==> config.mk <==
export PLATFORM = sky130hd
export DESIGN_NAME = chn_arb
export DESIGN_NICKNAME = d
export VERILOG_FILES = /design/src/rtl/chn_arb.sv
export SDC_FILE = /design/constraint.sdc
export NUM_CORES = 1
export LEC_CHECK = 0
export ABC_AREA = 1
export ABC_CLOCK_PERIOD_IN_PS = 1650
export BUFFER_PORTS_ARGS = -buffer_cell sky130_fd_sc_hd__buf_4
export CAP_MARGIN = 20
export CORE_UTILIZATION = 40
export CTS_CLUSTER_SIZE = 12
export DETAILED_ROUTE_END_ITERATION = 8
export PLACE_DENSITY = 0.71
export SLEW_MARGIN = 0
export SYNTH_ARGS = -nofsm -noshare
export SYNTH_HDL_FRONTEND = slang
export SYNTH_SLANG_ARGS = --single-unit
==> constraint.sdc <==
create_clock -name pcie_clk -period 1.65 [get_ports pcie_clk]
set_input_delay 0.165 -clock pcie_clk [delete_from_list [all_inputs] [get_ports pcie_clk]]
set_output_delay 0.165 -clock pcie_clk [all_outputs]
set_load 0.01 [all_outputs]
==> src/rtl/chn_arb.sv <==
// chn_arb - round-robin token arbiter for the shared PCIe TRN transmit bus.
//
// Hands a single one-hot token to one of N_CHN channels at a time, leaves one
// empty cycle between owners so the OR-combined TRN bus never sees two
// drivers, and presents the whole group upstream as one requester.
//
// Ports:
//   pcie_clk     clock, rising edge
//   pcie_rst     synchronous active-high reset
//   chn_reqep    per-channel endpoint request
//   chn_drvn     per-channel "driving TRN tx" flag
//   chn_trn      one-hot token to the channels (registered)
//   arb_trn      upstream token for this group
//   arb_reqep    OR of chn_reqep (combinational)
//   arb_drvn     OR of chn_drvn (combinational)
//   owner        current or last token holder (registered)
//   busy         high while in GRANT or BUSY (registered)
//   timeout_err  one-cycle pulse when a grant expires without drive
//   proto_err    one-cycle pulse when a non-holder drives
//
// state   | meaning
// --------+---------------------------------------------------------
// IDLE    | no token out, waiting for upstream token and a request
// GRANT   | token issued, waiting for the holder to start driving
// BUSY    | holder is driving a TLP burst; never aborted
// RELEASE | one-cycle turnaround with no token; may re-grant directly

module chn_arb #(
    parameter int IDX_W         = 2,
    parameter int GRANT_TIMEOUT = 64
) (
    input  logic                  pcie_clk,
    input  logic                  pcie_rst,
    input  logic [2**IDX_W-1:0]   chn_reqep,
    input  logic [2**IDX_W-1:0]   chn_drvn,
    output logic [2**IDX_W-1:0]   chn_trn,
    input  logic                  arb_trn,
    output logic                  arb_reqep,
    output logic                  arb_drvn,
    output logic [IDX_W-1:0]      owner,
    output logic                  busy,
    output logic                  timeout_err,
    output logic                  proto_err
);

    localparam int N_CHN = 2**IDX_W;
    localparam logic [15:0] HOLD_LAST = 16'(GRANT_TIMEOUT - 1);
    localparam logic [N_CHN-1:0] ONE_HOT_0 = {{(N_CHN-1){1'b0}}, 1'b1};

    typedef enum logic [1:0] {
        S_IDLE,
        S_GRANT,
        S_BUSY,
        S_RELEASE
    } state_t;

    state_t            state;
    logic [15:0]       hold_cnt;
    logic [IDX_W-1:0]  pick_idx;
    logic              pick_vld;
    logic [IDX_W-1:0]  cand;
    logic              drv_own;
    logic              req_own;

    assign arb_reqep = |chn_reqep;
    assign arb_drvn  = |chn_drvn;
    assign drv_own   = chn_drvn[owner];
    assign req_own   = chn_reqep[owner];

    // Scan from farthest (owner itself) to nearest (owner+1); the last hit
    // wins, so the nearest requester after the current owner is chosen.
    always_comb begin
        pick_idx = owner;
        pick_vld = 1'b0;
        cand     = owner;
        for (int k = N_CHN; k >= 1; k--) begin
            cand = owner + IDX_W'(k);
            if (chn_reqep[cand]) begin
                pick_idx = cand;
                pick_vld = 1'b1;
            end
        end
    end

    always_ff @(posedge pcie_clk) begin
        if (pcie_rst) begin
            state       <= S_IDLE;
            chn_trn     <= '0;
            owner       <= IDX_W'(N_CHN - 1);
            hold_cnt    <= '0;
            busy        <= 1'b0;
            timeout_err <= 1'b0;
            proto_err   <= 1'b0;
        end else begin
            timeout_err <= 1'b0;
            proto_err   <= |(chn_drvn & ~chn_trn);
            case (state)
                S_IDLE, S_RELEASE: begin
                    if (arb_trn && pick_vld) begin
                        state    <= S_GRANT;
                        owner    <= pick_idx;
                        chn_trn  <= ONE_HOT_0 << pick_idx;
                        hold_cnt <= '0;
                        busy     <= 1'b1;
                    end else begin
                        state   <= S_IDLE;
                        chn_trn <= '0;
                        busy    <= 1'b0;
                    end
                end
                S_GRANT: begin
                    if (drv_own) begin
                        state <= S_BUSY;
                    end else if (!req_own || !arb_trn) begin
                        state   <= S_RELEASE;
                        chn_trn <= '0;
                        busy    <= 1'b0;
                    end else if (hold_cnt == HOLD_LAST) begin
                        state       <= S_RELEASE;
                        chn_trn     <= '0;
                        busy        <= 1'b0;
                        timeout_err <= 1'b1;
                    end else begin
                        hold_cnt <= hold_cnt + 16'd1;
                    end
                end
                S_BUSY: begin
                    // arb_trn is deliberately ignored here: a burst in flight
                    // runs to completion.
                    if (!drv_own) begin
                        state   <= S_RELEASE;
                        chn_trn <= '0;
                        busy    <= 1'b0;
                    end
                end
                default: begin
                    state   <= S_IDLE;
                    chn_trn <= '0;
                    busy    <= 1'b0;
                end
            endcase
        end
    end

endmodule

# After elaboration in Yosys (flattened, before gate mapping)
# Cells that the tools add are included.
# word_totals
word_cells,86
ff_bits,27
output_inout_bits,11
# op_classes
muxes,41
order_cmp,4
shift,1
n_bitwise,3
reduce_logical,15
addsub,4
eq_ne,11
# op_table
op,count
two-way mux 16 bit,4
case mux 16 bit (2 select lines),1
two-way mux 4 bit,5
adder 16 x 1 -> 16 bit (second input constant),1
== test 16 x 6 -> 1 bit (second input constant),1
two-way mux 1 bit,16
OR reduction 4 bit,4
two-way mux 2 bit,7
less-than comparator 2 x 3 -> 1 bit (second input constant),4
case mux 4 bit (3 select lines),1
binary-select mux 1 bit (select 2 bit),5
inequality test 2 bit (second input constant),5
case mux 2 bit (3 select lines),1
AND reduction 5 bit,1
adder 2 bit (second input constant),2
AND 4 bit,1
== test 2 bit (second input constant),2
inequality test 4 bit (second input constant),1
NOT 4 bit,1
AND reduction 2 bit,2
<< shifter 1 x 2 -> 4 bit (first input constant),1
inequality test 3 bit (second input constant),1
case mux 1 bit (3 select lines),1
AND reduction 3 bit,1
other kinds (9),10

# Logic depth before layout (Yosys ltp)
# logic_depth
word_depth,9
mapped_depth,13

# Least setup slack after synthesis
# Ideal clock, no wire load.
# synth_timing
kind,reg-to-reg
start,register hold_cnt[0]
end,register hold_cnt[1]
stages_incl_launch_ff,11
n_path_buf,1
slack_ps,41
required_time_ps,1522
t_arrival_ps,1482
path_cell_list,dfxtp_1 > ha_1 > nand3_1 > nor2_1 > nand2_1 > o21ai_2 > nor2_4 > nand2_4 > buf_6 > o21ai_2 > nor2_1
# synth_between
elab_chain_len,5
word_cells_on_any_way,8
cone_classes,add/sub (1); eq/ne (2); mux (4); reduce/logical (1)
# synth_lines
element,line,rtl
"start, declared",58,logic [15:0] hold_cnt;
"start signal, assigned",124,hold_cnt <= hold_cnt + 16'd1;
adder 16 x 1 -> 16 bit,124,
two-way mux 16 bit,118,end else if (hold_cnt == HOLD_LAST) begin
two-way mux 16 bit,114,end else if (!req_own || !arb_trn) begin
two-way mux 16 bit,112,if (drv_own) begin
case mux 16 bit (2 select lines),97,case (state)
# Parallel ways exist; a longest one is shown, timed or not. The select of a mux whose other input is x is not followed.
# A chain may end at the register's enable or synchronous reset.

# Worst setup path after layout
# layout_timing
start,register owner[0]
end,register hold_cnt[1]
# layout_between
elab_chain_len,9
word_cells_on_any_way,24
cone_classes,add/sub (3); eq/ne (3); mux (14); reduce/logical (4)
# layout_lines
element,line,rtl
"start, declared",40,"output logic [IDX_W-1:0] owner,"
"start signal, assigned",89,owner <= IDX_W'(N_CHN - 1);
"start signal, assigned",101,owner <= pick_idx;
adder 2 bit or binary-select mux 1 bit (select 2 bit) (tied branches),"77, 68, 78",
binary-select mux 1 bit (select 2 bit) or two-way mux 1 bit (tied branches),"78, 68",
two-way mux 1 bit (not written as such),78,if (chn_reqep[cand]) begin
two-way mux 1 bit (3 in a row),78,
logical AND 1 bit,99,if (arb_trn && pick_vld) begin
inequality test 2 bit (no source line),-,
AND reduction 5 bit (no source line) (*),-,
# Every way passes the cells marked *; elsewhere a longest branch is shown, timed or not. The select of a mux whose other input is x is not followed.

==> summary.txt <==
Run status
  • Status: completed

GRT
  • Met2 GRT Util: 0.321
  • Initial antenna violation count: 0
  • M1 GR Usage: 0.255
  • GRT busiest layer: met2
  • Met3 usage: 0.0313
  • GRT overflow: 0
  • Vias in the first global route: 1837
  • Gr usage total: 0.191
  • Largest net degree at the start of global routing: 17
  • Global-route wire length before repair: between 7000 and 8000 microns

Floorplanning
  • Die H: 70.8 microns
  • Initial core utilization: 0.425
  • IO Count: 22
  • DIE AREA: 5010 sq um
  • Die width: around 71 microns
  • Rows: 24
  • Core Area: 4440 sq um

Worst setup path
  • Worst R2R Setup Slack: 0.03 ns
  • Critical path's slowest cell: dfxtp_4
  • Crit-path max cell delay: 0.37 ns
  • Worst Setup EP: hold_cnt[1]
  • Start point of the critical path: owner[0]
  • Critical path class: register to register
  • Levels on crit path: 11
  • Top delay family on crit path: simple AND/OR/NAND/NOR gates
  • WP data required: between 1.5 and 2 ns
  • Crit path DAT: 1.78 ns
  • Crit path buffers/inverters: 2
  • Crit Path Max Fanout: 9
  • RR Endpoint: hold_cnt[1]
  • R2R Path Start: owner[0]
  • Startpoint types: register
  • Crit-path cells: inv_4 > nand2_2 > nand3_1 > nand2_1 > nor2_4 > o21ai_2 > nor2_4 > nand2_8 > buf_4 > o21ai_2 > nor2_1
  • Worst reg2reg path depth: 11
  • CP Capture Type: register

Synth
  • Unique masters post-synth: 29
  • Cell type with the largest total area after synthesis: dfxtp_1
  • Seq/Total Area, Yosys: 0.286
  • Synth Register Bits: 27
  • Ys Warns: 0
  • Syn Area/Cell: 6.06 sq um
  • Mapped Area: 1890 sq um
  • Mapped Cells: 312
  • Area fraction of the dominant cell type after synthesis: 0.286
  • Syn_nets: 326
  • Ranking of synthesized cells by area: dfxtp_1 (29%), nand2_1 (16%), nor2_1 (9.7%)

Clock network
  • Clk pin slew, worst setup/hold paths: 0.10 ns
  • Total CTS buffers: 3
  • Clock latency on the worst-skew pair: 0.28 ns
  • Clock root buffer master: clkbuf_8
  • CTS H-tree lvls: 1
  • CTS tree: built
  • CTS Sinks: 27
  • Max clock buf depth: 2

Place
  • RePlAce Congestion: 0.890
  • Placed inst area: roughly 2200 sq um
  • Detailed placer's ending HPWL: between 3000 and 4000 microns
  • Placed insts: between 400 and 500
  • PortBufs: 21

Cells and area
  • Diode count: 0
  • Layout Cells excl Fill: 409
  • Synth-to-Final Area Change: 29.3%
  • Share of cells above drive strength 1: 0.275
  • Final instance area: 2440 sq um
  • Nets: 372

Detailed routing
  • Via Count: 2069
  • Final ANT Viol Nets: 0
  • DR pass1 iterations: 4
  • Drc violations: 0
  • Via density: ~5.1
  • Iter 0 DRT Violations: 128
  • Mean routed wirelength per cell: about 12 microns
  • Post-Route WL: 4750 microns

STA
  • Final period util: 0.980
  • Clock skew: between 0.005 and 0.006 ns
  • Setup TNS: 0 ns
  • Worst slew margin: 0.784
  • Endpoints failing setup: 0
  • RSZ-0062 raised after global routing: true
  • Fmax: 0.618 GHz
  • Max Transition Viols Final: 0
  • Tmin final: 1.62 ns
  • Slew of the pin with the lowest slew margin: 0.322 ns
  • Final hold vios: 0

Power and ir drop
  • Final Power: between 3000 and 4000 uW
  • Max IR drop VDD: 0.683 mV
  • P per Cell Area: ~1600 nW/um^2
  • Lkg Pwr: 0.00111 uW

Min path
  • Hold Crit Class: input port to register

Job
  • MaxCap Viol Count: 0
[Yosys cell counts]
cell type,count
nor3_1,6
o21ai_1,1
xor2_1,3
nand2_1,83
nand2_2,5
nand3_1,35
o21ai_2,6
nor2_4,1
o21a_1,1
o21ai_0,10
nand2_4,1
buf_4,1
nor3b_1,3
ha_1,3
inv_2,4
a21oi_1,16
buf_6,3
xnor2_1,2
a21oi_4,1
nor2_2,2
clkbuf_1,4
o22ai_1,2
o211ai_1,1
nor2_1,49
nor4_1,1
nand4_1,5
inv_1,35
dfxtp_1,27
o31ai_1,1
[sequential cells by signal, indices dropped and copies added (netlist names)]
register     count
hold_cnt        16
chn_trn          4
owner            2
state            2
busy             1
proto_err        1
timeout_err      1
[routing by layer]
metal  wire length [microns]  part of all wire
met5                       0                 0
met4                      70             0.015
met3                     219             0.046
met2                    2170              0.46
met1                    2290              0.48
[logic make-up (layout without fill, tap and decap cells)]
logic type      Yosys count  count (layout)  share of synthesized area
simple gates            191             192                      0.437
flops                    27              27                      0.286
xor+xnor                  5               5                     0.0232
buf+inv                  47              91                      0.107
fa+ha+maj                 3               3                     0.0199
compound gates           39              39                      0.126
[stage by stage]
step / util / worst slack [ns] / hold WS [ns]
after floorplan: - / 0.0406 / 0.398
after global placement: 0.505 / 0.0702 / 0.468
after detailed placement: 0.505 / 0.0396 / 0.479
after CTS: 0.515 / 0.0177 / 0.189
after global routing: 0.550 / -0.0410 / 0.198
final: 0.550 / 0.0326 / 0.184
[power by group]
group / leakage, uW / internal [uW] / switching [uW]
Sequential: 0.000225 / 815 / 133
Clock: 0.0000255 / 170 / 212
Combinational: 0.000859 / 1070 / 1500
Total: 0.00111 / 2050 / 1840
[what timing repair did]
| item | 4_1_cts | 5_1_grt |
|---|---|---|
| endpoints found under the setup margin | 0 | 21 |
| gates resized for setup | 0 | 38 |
| setup buffers | 0 | 2 |
| hold buffers | 0 | 0 |
[worst min path at each step]
stage / startpoint / end / slack (ns) / cells after the start
floorplan: arb_trn / timeout_err / 0.40 / 4
global route: pcie_rst / hold_cnt[13] / 0.20 / 2
CTS: pcie_rst / chn_trn[1] / 0.19 / 2
finish: pcie_rst / chn_trn[3] / 0.18 / 2
global placement: state[1] / state[1] / 0.47 / 2
detailed placement: busy / busy / 0.48 / 2
[cells in the final DEF (no fill, tap or decap), types with 3 or more instances in the layout]
cell | netlist | layout
a21oi_1 | 16 | 13
a21oi_2 | 0 | 3
buf_4 | 1 | 46
clkbuf_8 | 0 | 3
dfxtp_1 | 27 | 15
dfxtp_2 | 0 | 11
inv_1 | 35 | 35
inv_4 | 0 | 3
nand2_1 | 83 | 80
nand2_2 | 5 | 6
nand3_1 | 35 | 35
nand4_1 | 5 | 5
nor2_1 | 49 | 47
nor2_2 | 2 | 3
nor3_1 | 6 | 5
o21ai_0 | 10 | 7
o21ai_1 | 1 | 3
o21ai_2 | 6 | 7
xor2_1 | 3 | 3
[cell type report]
cell class | instances | area (sq um)
clock buffer | 3 | 41.3
clock inverter | 1 | 5.00
fill | 437 | 2000
inverter | 39 | 154
multi-input combinational | 239 | 1240
sequential | 27 | 558
tap | 52 | 65.1
timing repair buffer | 48 | 377
Note: power is estimated with default switching activity, not from simulation.
